File: config.mk
export PLATFORM = sky130hd
export DESIGN_NAME = hilo_mult_sequencer_flat
export DESIGN_NICKNAME = d
export VERILOG_FILES = /design/src/rtl/hilo_mult_sequencer_if.sv /design/src/rtl/hilo_mult_sequencer.sv /design/src/flat_wrapper.sv
export SDC_FILE = /design/constraint.sdc
export NUM_CORES = 1
export LEC_CHECK = 0
export ABC_AREA = 1
export CAP_MARGIN = 10
export CORE_MARGIN = 8
export CORE_UTILIZATION = 40
export CTS_BUF_LIST = sky130_fd_sc_hd__clkbuf_4 sky130_fd_sc_hd__clkbuf_8
export CTS_CLUSTER_SIZE = 14
export DETAILED_ROUTE_END_ITERATION = 8
export SLEW_MARGIN = 0
export SYNTH_ARGS = -nofsm -noshare
export SYNTH_HDL_FRONTEND = slang
export SYNTH_SLANG_ARGS = --single-unit
File: constraint.sdc
create_clock -name Clk -period 4.4 [get_ports Clk]
set_input_delay 0.88 -clock Clk [delete_from_list [all_inputs] [get_ports Clk]]
set_output_delay 0.88 -clock Clk [all_outputs]
set_load 0.03 [all_outputs]
File: src/rtl/hilo_mult_sequencer_if.sv
// HI/LO multiply sequencer bus: request side (Start, ALUControl, operands)
// and result side (Busy, Done, architectural HI/LO).
interface hilo_mult_sequencer_if;
    logic        Start;
    logic [5:0]  ALUControl;
    logic [31:0] A;
    logic [31:0] B;
    logic        Busy;
    logic        Done;
    logic [31:0] HI;
    logic [31:0] LO;

    modport master (
        output Start, ALUControl, A, B,
        input  Busy, Done, HI, LO
    );

    modport slave (
        input  Start, ALUControl, A, B,
        output Busy, Done, HI, LO
    );
endinterface

File: src/rtl/hilo_mult_sequencer.sv
// Sequential 32x32 multiplier owning the architectural HI/LO pair; handles
// MULT/MULTU/MADD/MSUB with fixed 33-cycle latency plus single-cycle MTHI/MTLO.
module hilo_mult_sequencer (
    input  logic                  Clk,
    input  logic                  Rst,
    hilo_mult_sequencer_if.slave  bus
);
    localparam int DATA_W = 32;
    localparam int PROD_W = 2 * DATA_W;

    localparam logic [5:0] OP_MULT  = 6'b000011;
    localparam logic [5:0] OP_MULTU = 6'b000100;
    localparam logic [5:0] OP_MADD  = 6'b010100;
    localparam logic [5:0] OP_MSUB  = 6'b010101;
    localparam logic [5:0] OP_MTHI  = 6'b011001;
    localparam logic [5:0] OP_MTLO  = 6'b011010;

    typedef enum logic [1:0] {
        IDLE = 2'd0,
        MUL  = 2'd1,
        WB   = 2'd2
    } state_t;

    state_t              state;
    state_t              state_nxt;
    logic [4:0]          cnt;
    logic [PROD_W-1:0]   prod;
    logic [DATA_W-1:0]   mcand;
    logic [5:0]          op;
    logic                neg;
    logic                done_q;
    logic [DATA_W-1:0]   hi_q;
    logic [DATA_W-1:0]   lo_q;

    logic                start_mul;
    logic                mt_hi;
    logic                mt_lo;
    logic                op_in_signed;
    logic [DATA_W-1:0]   mag_a;
    logic [DATA_W-1:0]   mag_b;
    logic [DATA_W:0]     step_sum;
    logic [PROD_W-1:0]   signed_prod;
    logic [PROD_W-1:0]   hilo_nxt;

    function automatic logic [DATA_W-1:0] magnitude(input logic signed [DATA_W-1:0] x);
        // -(-2^31) wraps back to 0x80000000, which is the correct unsigned magnitude
        return x[DATA_W-1] ? DATA_W'(-x) : DATA_W'(x);
    endfunction

    function automatic logic [PROD_W-1:0] apply_sign(input logic [PROD_W-1:0] p, input logic n);
        return n ? (~p + PROD_W'(1)) : p;
    endfunction

    function automatic logic is_mul_op(input logic [5:0] code);
        return (code == OP_MULT) || (code == OP_MULTU) ||
               (code == OP_MADD) || (code == OP_MSUB);
    endfunction

    assign op_in_signed = (bus.ALUControl != OP_MULTU);
    assign mag_a        = op_in_signed ? magnitude($signed(bus.A)) : bus.A;
    assign mag_b        = op_in_signed ? magnitude($signed(bus.B)) : bus.B;

    // Radix-2 step: add multiplicand into the upper half when the current
    // multiplier bit (prod[0]) is set, then shift the whole product right.
    assign step_sum    = {1'b0, prod[PROD_W-1:DATA_W]} + (prod[0] ? {1'b0, mcand} : '0);
    assign signed_prod = apply_sign(prod, neg);

    always_comb begin
        hilo_nxt = signed_prod;
        case (op)
            OP_MADD: hilo_nxt = {hi_q, lo_q} + signed_prod;
            OP_MSUB: hilo_nxt = {hi_q, lo_q} - signed_prod;
            default: hilo_nxt = signed_prod;
        endcase
    end

    always_comb begin
        state_nxt = state;
        start_mul = 1'b0;
        mt_hi     = 1'b0;
        mt_lo     = 1'b0;
        case (state)
            IDLE: begin
                if (bus.Start) begin
                    if (is_mul_op(bus.ALUControl)) begin
                        start_mul = 1'b1;
                        state_nxt = MUL;
                    end else if (bus.ALUControl == OP_MTHI) begin
                        mt_hi = 1'b1;
                    end else if (bus.ALUControl == OP_MTLO) begin
                        mt_lo = 1'b1;
                    end
                end
            end
            MUL:     if (cnt == 5'd0) state_nxt = WB;
            WB:      state_nxt = IDLE;
            default: state_nxt = IDLE;
        endcase
    end

    always_ff @(posedge Clk or posedge Rst) begin
        if (Rst) state <= IDLE;
        else     state <= state_nxt;
    end

    always_ff @(posedge Clk or posedge Rst) begin
        if (Rst) begin
            cnt    <= 5'd0;
            prod   <= '0;
            done_q <= 1'b0;
            hi_q   <= '0;
            lo_q   <= '0;
        end else begin
            done_q <= 1'b0;
            case (state)
                IDLE: begin
                    if (start_mul) begin
                        cnt  <= 5'd31;
                        prod <= {{DATA_W{1'b0}}, mag_b};
                    end
                    if (mt_hi) begin
                        hi_q   <= bus.A;
                        done_q <= 1'b1;
                    end
                    if (mt_lo) begin
                        lo_q   <= bus.A;
                        done_q <= 1'b1;
                    end
                end
                MUL: begin
                    prod <= {step_sum, prod[DATA_W-1:1]};
                    cnt  <= (cnt == 5'd0) ? 5'd0 : cnt - 5'd1;
                end
                WB: begin
                    {hi_q, lo_q} <= hilo_nxt;
                    done_q       <= 1'b1;
                end
                default: ;
            endcase
        end
    end

    // Operand latch: only loaded on an accepted multiply, so requests made
    // while busy can never disturb the operation in flight.
    always_ff @(posedge Clk) begin
        if (start_mul) begin
            mcand <= mag_a;
            op    <= bus.ALUControl;
            neg   <= op_in_signed & (bus.A[DATA_W-1] ^ bus.B[DATA_W-1]);
        end
    end

    assign bus.Busy = (state != IDLE);
    assign bus.Done = done_q;
    assign bus.HI   = hi_q;
    assign bus.LO   = lo_q;
endmodule

File: src/flat_wrapper.sv
// flat-port wrapper written by rule: the top's interface ports become plain ports
module hilo_mult_sequencer_flat 
  (Clk, Rst, bus_Start, bus_ALUControl, bus_A, bus_B, bus_Busy, bus_Done, bus_HI, bus_LO);
  hilo_mult_sequencer_if bus_i ();
  input  logic Clk;
  input  logic Rst;
  input wire logic [$bits(bus_i.Start)-1:0] bus_Start;
  input wire logic [$bits(bus_i.ALUControl)-1:0] bus_ALUControl;
  input wire logic [$bits(bus_i.A)-1:0] bus_A;
  input wire logic [$bits(bus_i.B)-1:0] bus_B;
  output wire logic [$bits(bus_i.Busy)-1:0] bus_Busy;
  output wire logic [$bits(bus_i.Done)-1:0] bus_Done;
  output wire logic [$bits(bus_i.HI)-1:0] bus_HI;
  output wire logic [$bits(bus_i.LO)-1:0] bus_LO;
  assign bus_i.Start = bus_Start;
  assign bus_i.ALUControl = bus_ALUControl;
  assign bus_i.A = bus_A;
  assign bus_i.B = bus_B;
  assign bus_Busy = bus_i.Busy;
  assign bus_Done = bus_i.Done;
  assign bus_HI = bus_i.HI;
  assign bus_LO = bus_i.LO;
  hilo_mult_sequencer u_core (.Clk(Clk), .Rst(Rst), .bus(bus_i));
endmodule
==> impl_metrics.env, run 1 <==
export IMPL_seq_area_um2=4590
export IMPL_cpMostUsedCell="buf_4"
export IMPL_cts_sinks=175
export IMPL_yosys_area_top_type="dfrtp_1"
export IMPL_clkTransAtPathRegs_ns=0.11
export IMPL_syn_avg_cell_area_um2=6.20
export IMPL_clk_latency_ns=0.60
export IMPL_track_usage_pct=32.1
export IMPL_wl_met1_um=42000
export IMPL_synth_most_common_cell="nand2_1"
export IMPL_initial_core_util_pct=40.5
export IMPL_slew_violations=0
export IMPL_cts_root_buf="clkbuf_8"
export IMPL_numPortBuffers=138
export IMPL_ys_ff_latch=175
export IMPL_hold_violations=0
export IMPL_dpl_cell_count=4401
export IMPL_netlist_area_um2=19300
export IMPL_async_flop_share_pct=77.7
export IMPL_yosysTopAreaCellShare_pct=17.6
export IMPL_fp_dieW_um=236
export IMPL_synth_commonest_cells="nand2_1 (807), inv_1 (443), nor2_1 (373)"
export IMPL_grt_overflow=0
export IMPL_rows=80
export IMPL_syn_inst=3109
export IMPL_synth_ff_type="dfrtp_1"
export IMPL_syn_nets=3283
export IMPL_vdd_drop_max_v=0.000417
export IMPL_drt_iter0_markers=2245
export IMPL_r2r_start="u_core.prod[1]$_DFFE_PP0P_"
export IMPL_fin_crit_sh_pct=104
export IMPL_yosysWarnings=0
export IMPL_fin_total_pwr_mw=24.3
export IMPL_crit_family="simple AND/OR/NAND/NOR gates"
export IMPL_worst_pin_slew_ns=1.04
export IMPL_critPathCaptureType="flop"
export IMPL_dieArea_um2=55500
export IMPL_num_vias=24900
export IMPL_drt_wl_total_um=94500
export IMPL_synth_cell_types=54
export IMPL_routed_wl_met2_um=40100
export IMPL_pwr_density_cell_nw_per_um2=812
export IMPL_ys_seq_area_share_pct=23.7
export IMPL_gp_congestion=1.03
export IMPL_wl_per_cell_um=20.9
export IMPL_cp_max_fo=5
export IMPL_clk_path_buf_depth=2
export IMPL_synth_area_leaders="dfrtp_1 (18%), nand2_1 (16%), inv_1 (8.6%)"
export IMPL_synth_edf_count=39
export IMPL_multi_input_area_um2=15600
export IMPL_fin_worst_skew_ns=0.0215
export IMPL_drtPass1Iterations=7
export IMPL_hold_buffers=0
export IMPL_place_ws_ns=-0.796
export IMPL_grt_pass1_wl_um=138000
export IMPL_critPathLaunchType="flop"
export IMPL_drv_cap=0
export IMPL_cts_max_level=4
export IMPL_fmax_mhz=218
export IMPL_cp_slowest_cell="dfrtp_1"
export IMPL_fin_util_pct=62.9
export IMPL_ios=139
export IMPL_cp_slowest_stage_delay_ns=0.41
export IMPL_holdCritStartpoint="u_core.cnt[4]$_DFFE_PP0P_"
export IMPL_viasPerCell=5.51
export IMPL_nNetsFinal=4067
export IMPL_violations="negative setup slack"
export IMPL_cp_num_buf_inv=9
export IMPL_cp_required_ns=4.92
export IMPL_core_um2=47600
export IMPL_grt_pass1_vias=23600
export IMPL_cts_tree="yes"
export IMPL_top_layer_used="met5"
export IMPL_path_class="reg -> reg"
export IMPL_startpoint="u_core.prod[1]$_DFFE_PP0P_"
export IMPL_relSlewSlack_pct=29.9
export IMPL_fp_dieH_um=236
export IMPL_hpwl_um=74300
export IMPL_syn2layout_area_growth_pct=55.5
export IMPL_rsz0062_at_grt="true"
export IMPL_drc=0
export IMPL_setup_slack_ns=-0.197
export IMPL_detail_route_antenna_nets=0
export IMPL_nFillCells=4330
export IMPL_finalCriticalPeriod_ns=4.60
export IMPL_cp_arrival_ns=5.12
export IMPL_holdCritPathClass="reg -> reg"
export IMPL_cts_buffers=17
export IMPL_leakage_nw=14.4
export IMPL_hold_slack_ns=0.488
export IMPL_grt_max_degree=94
export IMPL_drive_gt1_share_pct=34.9
export IMPL_setup_violations=30
export IMPL_dr_wl_met3_um=7950
export IMPL_instances_no_fill=4522
export IMPL_outcome="finished with violations"
export IMPL_antenna_found_initial=2
-- state kept, by name (all words and copies together) (netlist names) --
signal / count
u_core.bus.HI: 32
u_core.bus.Done: 1
u_core.op: 6
u_core.neg: 1
u_core.bus.LO: 32
u_core.state: 2
u_core.prod: 64
u_core.cnt: 5
u_core.mcand: 32
-- layout by cell type, fill, tap and decap left out, drive strengths merged, types with 58 or more instances in the layout --
master | synthesis | routed
a21oi | 193 | 193
buf | 19 | 703
clkdlybuf4s50 | 0 | 138
dfrtp | 136 | 136
ha | 99 | 99
inv | 453 | 461
nand2 | 837 | 837
nand3 | 191 | 191
nor2 | 408 | 408
o211ai | 58 | 58
o21ai | 210 | 210
xor2 | 114 | 114
-- per-layer routing --
layer / GRT usage [%] / vias up
met4: 15.2 / 2
li1: - / 11800
met2: 47.3 / 1176
met3: 5.96 / 201
met5: 0 / -
met1: 44.8 / 11700
-- power by group --
group,internal [mW],leakage [nW],switching (mW)
clock,0.473,0.195,0.780
combinational,8.96,12.2,11.0
sequential,2.25,2.02,0.922
total,11.7,14.4,12.7
-- worst reg2reg max path, delay by kind of cell (launching register included) --
family	cells	cell delay [ns]
adder cells (fa/ha/maj)	1	0.38
XOR/XNOR	1	0.19
buffers and inverters	9	1.18
AO/OA/AOI/OAI	2	0.15
AND/OR/NAND/NOR	17	2.18
flip-flops	1	0.41
-- per-stage QoR --
stage / area [µm²] / setup TNS (ns)
3_5_place_dp: 25800 / -14.97
3_3_place_gp: 25800 / -13.86
6_report: 30000 / -3.48
2_1_floorplan: 19300 / 0
4_1_cts: 27900 / -1.83
5_1_grt: 30000 / -11.77
-- worst paths after layout --
| check | slack, ns | endpoint | depth (start not counted) |
|---|---|---|---|
| worst max register to register | -0.20 | u_core.bus.HI[14]$_DFFE_PP0P_ | 30 |
| worst max-delay path | -0.20 | u_core.bus.HI[14]$_DFFE_PP0P_ | 30 |
| min in group asynchronous | 0.71 | u_core.bus.HI[25]$_DFFE_PP0P_ | 3 |
| max in group asynchronous | 2.97 | u_core.prod[7]$_DFFE_PP0P_ | 3 |
| worst min register to register | 0.49 | u_core.state[1]$_DFFE_PP0P_ | 1 |
| worst min-delay path | 0.49 | u_core.state[1]$_DFFE_PP0P_ | 1 |
-- timing repair --
item | 4_1_cts | 5_1_grt
gates resized for setup | 336 | 444
gates cloned | 0 | 0
pin swaps | 121 | 143
buffers inserted | 55 | 42
endpoints found under the setup margin | 36 | 45
-- final cells by class --
cell class                      instances  area share, %
Antenna cell                            1        0.00835
Clock buffer                           19          0.830
Clock inverter                         13          0.421
Inverter                              457           5.77
Multi-Input combinational cell       2401           52.0
Sequential cell                       175           15.3
Tap cell                              615           2.57
Timing Repair Buffer                  841           23.1
-- cell families after synthesis --
group / after synthesis / share of synthesized area [%]
AOI/OAI and AO/OA: 614 / 18.6
xor gates and xnor gates: 146 / 6.71
adders and majority gates: 101 / 6.63
buffers and inverters: 533 / 10.5
DFF: 175 / 23.7
and+or+nand+nor: 1540 / 33.8
No activity file was read; power rests on OpenSTA's default activity.
==> run 2, diff against run 1 <==
--- a/config.mk
+++ b/config.mk
@@ -9,7 +9,7 @@
 export CAP_MARGIN = 10
 export CORE_MARGIN = 8
 export CORE_UTILIZATION = 40
-export CTS_BUF_LIST = sky130_fd_sc_hd__clkbuf_4 sky130_fd_sc_hd__clkbuf_8
+export CTS_BUF_LIST = sky130_fd_sc_hd__clkbuf_4 sky130_fd_sc_hd__clkbuf_8 sky130_fd_sc_hd__clkbuf_16
 export CTS_CLUSTER_SIZE = 14
 export DETAILED_ROUTE_END_ITERATION = 8
 export SLEW_MARGIN = 0
==> constraint.sdc (replaced) <==
create_clock -name Clk -period 5.76 [get_ports Clk]
set_input_delay 1.152 -clock Clk [delete_from_list [all_inputs] [get_ports Clk]]
set_output_delay 1.152 -clock Clk [all_outputs]
set_load 0.03 [all_outputs]
==> impl_metrics.env, run 2 (synthesized netlist as in run 1, its figures left out) <==
export IMPL_outcome="completed"
export IMPL_setup_violations=0
export IMPL_cts_tree="yes"
export IMPL_cp_slowest_stage_delay_ns=0.41
export IMPL_fp_dieH_um=236
export IMPL_final_area_um2=22000
export IMPL_hold_violations=0
export IMPL_cts_root_buf="clkbuf_16"
export IMPL_hold_slack_ns=0.487
export IMPL_drt_iter0_markers=2363
export IMPL_syn2layout_area_growth_pct=14.1
export IMPL_dpl_cell_count=3820
export IMPL_clkTransAtPathRegs_ns=0.08
export IMPL_vdd_drop_max_v=0.000309
export IMPL_cp_arrival_ns=5.74
export IMPL_hpwl_um=69700
export IMPL_hold_buffers=0
export IMPL_gp_congestion=1.02
export IMPL_critPathCaptureType="flop"
export IMPL_fin_worst_skew_ns=0.00979
export IMPL_leakage_nw=10.8
export IMPL_fin_util_pct=46.2
export IMPL_instances_no_fill=3854
export IMPL_final_cell_mix="nand2_1 (807), inv_1 (442), nor2_1 (371)"
export IMPL_grt_util_met3_pct=4.78
export IMPL_rows=80
export IMPL_final_common_cell="nand2_1"
export IMPL_crit_family="simple AND/OR/NAND/NOR gates"
export IMPL_clk_latency_ns=0.50
export IMPL_clk_path_buf_depth=2
export IMPL_relSlewSlack_pct=29.1
export IMPL_busiest_layer="met1"
export IMPL_num_vias=21900
export IMPL_cp_slowest_cell="dfrtp_1"
export IMPL_wl_per_cell_um=22.2
export IMPL_grt_max_degree=83
export IMPL_path_class="reg -> reg"
export IMPL_drtPass1Iterations=7
export IMPL_slew_violations=0
export IMPL_place_ws_ns=0.388
export IMPL_holdCritPathClass="reg -> reg"
export IMPL_cp_required_ns=6.13
export IMPL_rsz0062_at_grt="false"
export IMPL_antenna_found_initial=1
export IMPL_pwr_density_cell_nw_per_um2=577
export IMPL_grt_pass1_wl_um=127000
export IMPL_critPathLaunchType="flop"
export IMPL_initial_core_util_pct=40.5
export IMPL_cp_max_fo=6
export IMPL_grt_pass1_vias=20300
export IMPL_setup_tns_ns=0
export IMPL_cp_num_buf_inv=5
export IMPL_numPortBuffers=138
export IMPL_dieArea_um2=55500
export IMPL_worst_pin_slew_ns=1.06
export IMPL_fin_total_pwr_mw=12.7
export IMPL_drive_gt1_share_pct=5.53
export IMPL_finalCriticalPeriod_ns=5.36
export IMPL_largest_reg_flops=64
export IMPL_grt_util_met1_pct=43.4
export IMPL_drc=0
export IMPL_cts_buffers=17
export IMPL_viasPerCell=5.67
export IMPL_fin_crit_sh_pct=93.1
export IMPL_fp_dieW_um=236
export IMPL_ios=139
export IMPL_cts_max_level=4
export IMPL_setup_slack_ns=0.396
export IMPL_regMostFlops="u_core.prod"
export IMPL_cpMostUsedCell="nand2_1"
export IMPL_met2_usage_pct=43.2
export IMPL_nNetsFinal=3399
export IMPL_detail_route_antenna_nets=0
export IMPL_drv_cap=0
export IMPL_placed_cell_area_um2=21400
export IMPL_cts_sinks=175
export IMPL_track_usage_pct=29.8
export IMPL_core_um2=47600
export IMPL_grt_overflow=0
export IMPL_fmax_mhz=186
export IMPL_drt_wl_total_um=85500
run 2: cell types whose count changed in the layout (fill, tap and decap cells not counted), moves of 61 or more:
cell	change
buf_4	-618
nand2_1	+108
nor2_1	+98
nand2_2	-80
a21oi_1	+67
o21ai_0	+61
run 2: worst paths after layout:
kind                                                  from                             to  slack (ns)  depth (start not counted)
min in group asynchronous                              Rst  u_core.bus.HI[18]$_DFFE_PP0P_        1.18                          2
worst max-delay path            u_core.prod[1]$_DFFE_PP0P_  u_core.bus.HI[20]$_DFFE_PP0P_        0.40                         31
worst min-delay path             u_core.cnt[4]$_DFFE_PP0P_    u_core.state[1]$_DFFE_PP0P_        0.49                          1
max in group asynchronous                              Rst    u_core.prod[38]$_DFFE_PP0P_        3.45                          3
worst min register to register   u_core.cnt[4]$_DFFE_PP0P_    u_core.state[1]$_DFFE_PP0P_        0.49                          1
worst max register to register  u_core.prod[1]$_DFFE_PP0P_  u_core.bus.HI[20]$_DFFE_PP0P_        0.40                         31
run 2: timing repair:
item,4_1_cts,5_1_grt
endpoints found under the setup margin,0,2
resized for setup,0,2
buffers inserted,0,1
run 2: where the power goes:
part	switching, mW	total [mW]	leakage [nW]	internal, mW
Sequential	0.675	2.39	2.03	1.72
Clock	0.632	1.21	0.281	0.580
Combinational	6.12	9.09	8.47	2.97
Total	7.43	12.7	10.8	5.27
run 2: cell type report:
type                       instances  area, µm²
fill                            5163      25600
multi-input combinational       2401      12700
sequential                       175       4570
inverter                         457       1720
timing repair buffer             173       1660
tap                              615        769
clock buffer                      18        439
clock inverter                    14        123
antenna                            1       2.50
run 2: layer usage:
layer | vias up | part of all wire [%]
met5 | - | 0.015
met2 | 1033 | 41
met1 | 10300 | 47
met3 | 123 | 8.3
met4 | 2 | 4.0
li1 | 10400 | -
==> run 3, diff against run 2 <==
--- a/config.mk
+++ b/config.mk
@@ -9,8 +9,7 @@
 export CAP_MARGIN = 10
 export CORE_MARGIN = 8
 export CORE_UTILIZATION = 40
-export CTS_BUF_LIST = sky130_fd_sc_hd__clkbuf_4 sky130_fd_sc_hd__clkbuf_8 sky130_fd_sc_hd__clkbuf_16
-export CTS_CLUSTER_SIZE = 14
+export CTS_CLUSTER_SIZE = 10
 export DETAILED_ROUTE_END_ITERATION = 8
 export SLEW_MARGIN = 0
 export SYNTH_ARGS = -nofsm -noshare
==> constraint.sdc (replaced) <==
create_clock -name Clk -period 6.65 [get_ports Clk]
set_input_delay 1.33 -clock Clk [delete_from_list [all_inputs] [get_ports Clk]]
set_output_delay 1.33 -clock Clk [all_outputs]
set_load 0.03 [all_outputs]
==> impl_metrics.env, run 3 (synthesized netlist as in run 1, its figures left out) <==
export IMPL_post_cts_setup_buffers=0
export IMPL_grt_overflow=0
export IMPL_rows=80
export IMPL_pwr_share_comb_pct=70.9
export IMPL_slew_violations=0
export IMPL_drt_iter0_markers=2497
export IMPL_seq_power_share_pct=18.8
export IMPL_cts_buffers=17
export IMPL_drive_gt1_share_pct=5.20
export IMPL_grt_pass1_wl_um=126000
export IMPL_viasPerCell=5.68
export IMPL_clkPwrFrac_pct=10.3
export IMPL_path_class="reg -> reg"
export IMPL_drv_cap=0
export IMPL_hold_buffers=0
export IMPL_nFillCells=5103
export IMPL_p_switching_mw=6.35
export IMPL_finalCriticalPeriod_ns=5.60
export IMPL_num_vias=21800
export IMPL_grt_pass1_vias=20700
export IMPL_numPortBuffers=138
export IMPL_regMostFlops="u_core.prod"
export IMPL_relSlewSlack_pct=24.0
export IMPL_setup_tns_ns=0
export IMPL_final_cell_mix="nand2_1 (807), inv_1 (442), nor2_1 (371)"
export IMPL_holdPathStages=1
export IMPL_grt_max_degree=67
export IMPL_fin_crit_sh_pct=84.3
export IMPL_initial_core_util_pct=40.5
export IMPL_holdCritPathClass="reg -> reg"
export IMPL_fin_worst_skew_ns=0.0136
export IMPL_drtPass1Iterations=8
export IMPL_worstRegToRegCells=26
export IMPL_outcome="completed"
export IMPL_antenna_found_initial=2
export IMPL_hold_violations=0
export IMPL_dieArea_um2=55500
export IMPL_hold_slack_ns=0.474
export IMPL_setup_violations=0
export IMPL_clkTransAtPathRegs_ns=0.09
export IMPL_fp_dieH_um=236
export IMPL_critPathCaptureType="flop"
export IMPL_rsz0062_at_grt="false"
export IMPL_pwr_density_cell_nw_per_um2=495
export IMPL_switching_share_pct=58.4
export IMPL_clk_latency_ns=0.51
export IMPL_internal_power_mw=4.53
export IMPL_gp_congestion=1.04
export IMPL_wl_per_cell_um=21.8
export IMPL_syn2layout_area_growth_pct=13.9
export IMPL_worst_pin_slew_ns=1.14
export IMPL_critPathLaunchType="flop"
export IMPL_vdd_drop_max_v=0.000397
export IMPL_drc=0
export IMPL_fp_dieW_um=236
export IMPL_ios=139
export IMPL_final_common_cell="nand2_1"
export IMPL_leakage_nw=10.7
export IMPL_cts_root_buf="clkbuf_16"
export IMPL_cp_max_fo=13
export IMPL_clk_path_buf_depth=2
export IMPL_cts_max_level=4
export IMPL_largest_reg_flops=64
export IMPL_cp_arrival_ns=6.05
export IMPL_core_um2=47600
export IMPL_hpwl_um=67600
export IMPL_track_usage_pct=29.4
export IMPL_post_cts_resized=0
export IMPL_detail_route_antenna_nets=0
export IMPL_nNetsFinal=3389
export IMPL_cp_required_ns=7.09
export IMPL_cts_tree="yes"
export IMPL_fmax_mhz=178
export IMPL_cts_sinks=175
export IMPL_drt_wl_total_um=83800
## run 3: cell count changes in the layout (fill, tap and decap cells not counted), sizes merged
cell | previous run | this run
clkbuf | 19 | 18
buf | 34 | 25
## run 3: metal layers
layer | track usage [%] | vias up | wire length (µm)
met4 | 10.2 | 2 | 2750
met5 | 0 | - | 13
met1 | 41.8 | 10200 | 38300
met2 | 44.5 | 1043 | 35900
met3 | 4.52 | 118 | 6830
li1 | - | 10400 | -
## run 3: worst max-delay path, stage by stage, from the launching register on
cell and delay, ns:
edfxtp_1 0.63, inv_1 0.38, o21ai_1 0.22, nand2_1 0.12
nor2_1 0.29, nand2_1 0.10, nor2_2 0.16, nand3_1 0.16
inv_1 0.24, nand2_1 0.13, o21ai_0 0.22, xor2_1 0.18
inv_1 0.09, ha_1 0.37, nand2_1 0.13, nor2_1 0.21
nand2_1 0.10, nor4_1 0.21, nand2_1 0.11, nand3_1 0.19
a21oi_1 0.20, o21bai_1 0.29, a21boi_0 0.23, or2_2 0.32
nand3_1 0.07, nand3_1 0.09, nand2_1 0.09
## run 3: per-stage QoR
step	util, %	area (µm²)	power, mW	cells	setup WS, ns
2_1_floorplan	-	19300	7.04	3109	1.68
3_3_place_gp	44.8	21300	9.54	3811	1.18
3_5_place_dp	44.8	21300	9.55	3811	1.15
4_1_cts	46.1	22000	10.7	3843	1.12
5_1_grt	46.1	22000	11.7	3843	0.657
6_report	46.1	22000	10.9	3844	1.05
## run 3: final timing paths
| kind | slack [ns] | end | from |
|---|---|---|---|
| worst max-delay path | 1.05 | u_core.bus.HI[23]$_DFFE_PP0P_ | u_core.neg$_DFFE_PP_ |
| worst min-delay path | 0.47 | u_core.state[1]$_DFFE_PP0P_ | u_core.cnt[4]$_DFFE_PP0P_ |
| worst max register to register | 1.05 | u_core.bus.HI[23]$_DFFE_PP0P_ | u_core.neg$_DFFE_PP_ |
| worst min register to register | 0.47 | u_core.state[1]$_DFFE_PP0P_ | u_core.cnt[4]$_DFFE_PP0P_ |
| max in group asynchronous | 4.17 | u_core.bus.LO[8]$_DFFE_PP0P_ | Rst |
| min in group asynchronous | 1.25 | u_core.bus.HI[30]$_DFFE_PP0P_ | Rst |
## run 3: area by class of cell
type | count | area, µm² | share of cell area (%)
Antenna cell | 1 | 2.50 | 0.0114
Clock buffer | 18 | 450 | 2.05
Clock inverter | 14 | 178 | 0.809
Inverter | 457 | 1720 | 7.84
Multi-Input combinational cell | 2401 | 12700 | 57.8
Sequential cell | 175 | 4570 | 20.8
Tap cell | 615 | 769 | 3.50
Timing Repair Buffer | 163 | 1570 | 7.14
## run 3: power groups by stage
stage                     registers (mW)  clock network, mW  logic, mW
after CTS                           2.02               1.14       7.55
final                               2.05               1.12       7.71
after global placement              2.04                  0       7.50
after floorplan                     2.22                  0       4.82
after detailed placement            2.04                  0       7.51
after global routing                2.09               1.17       8.46
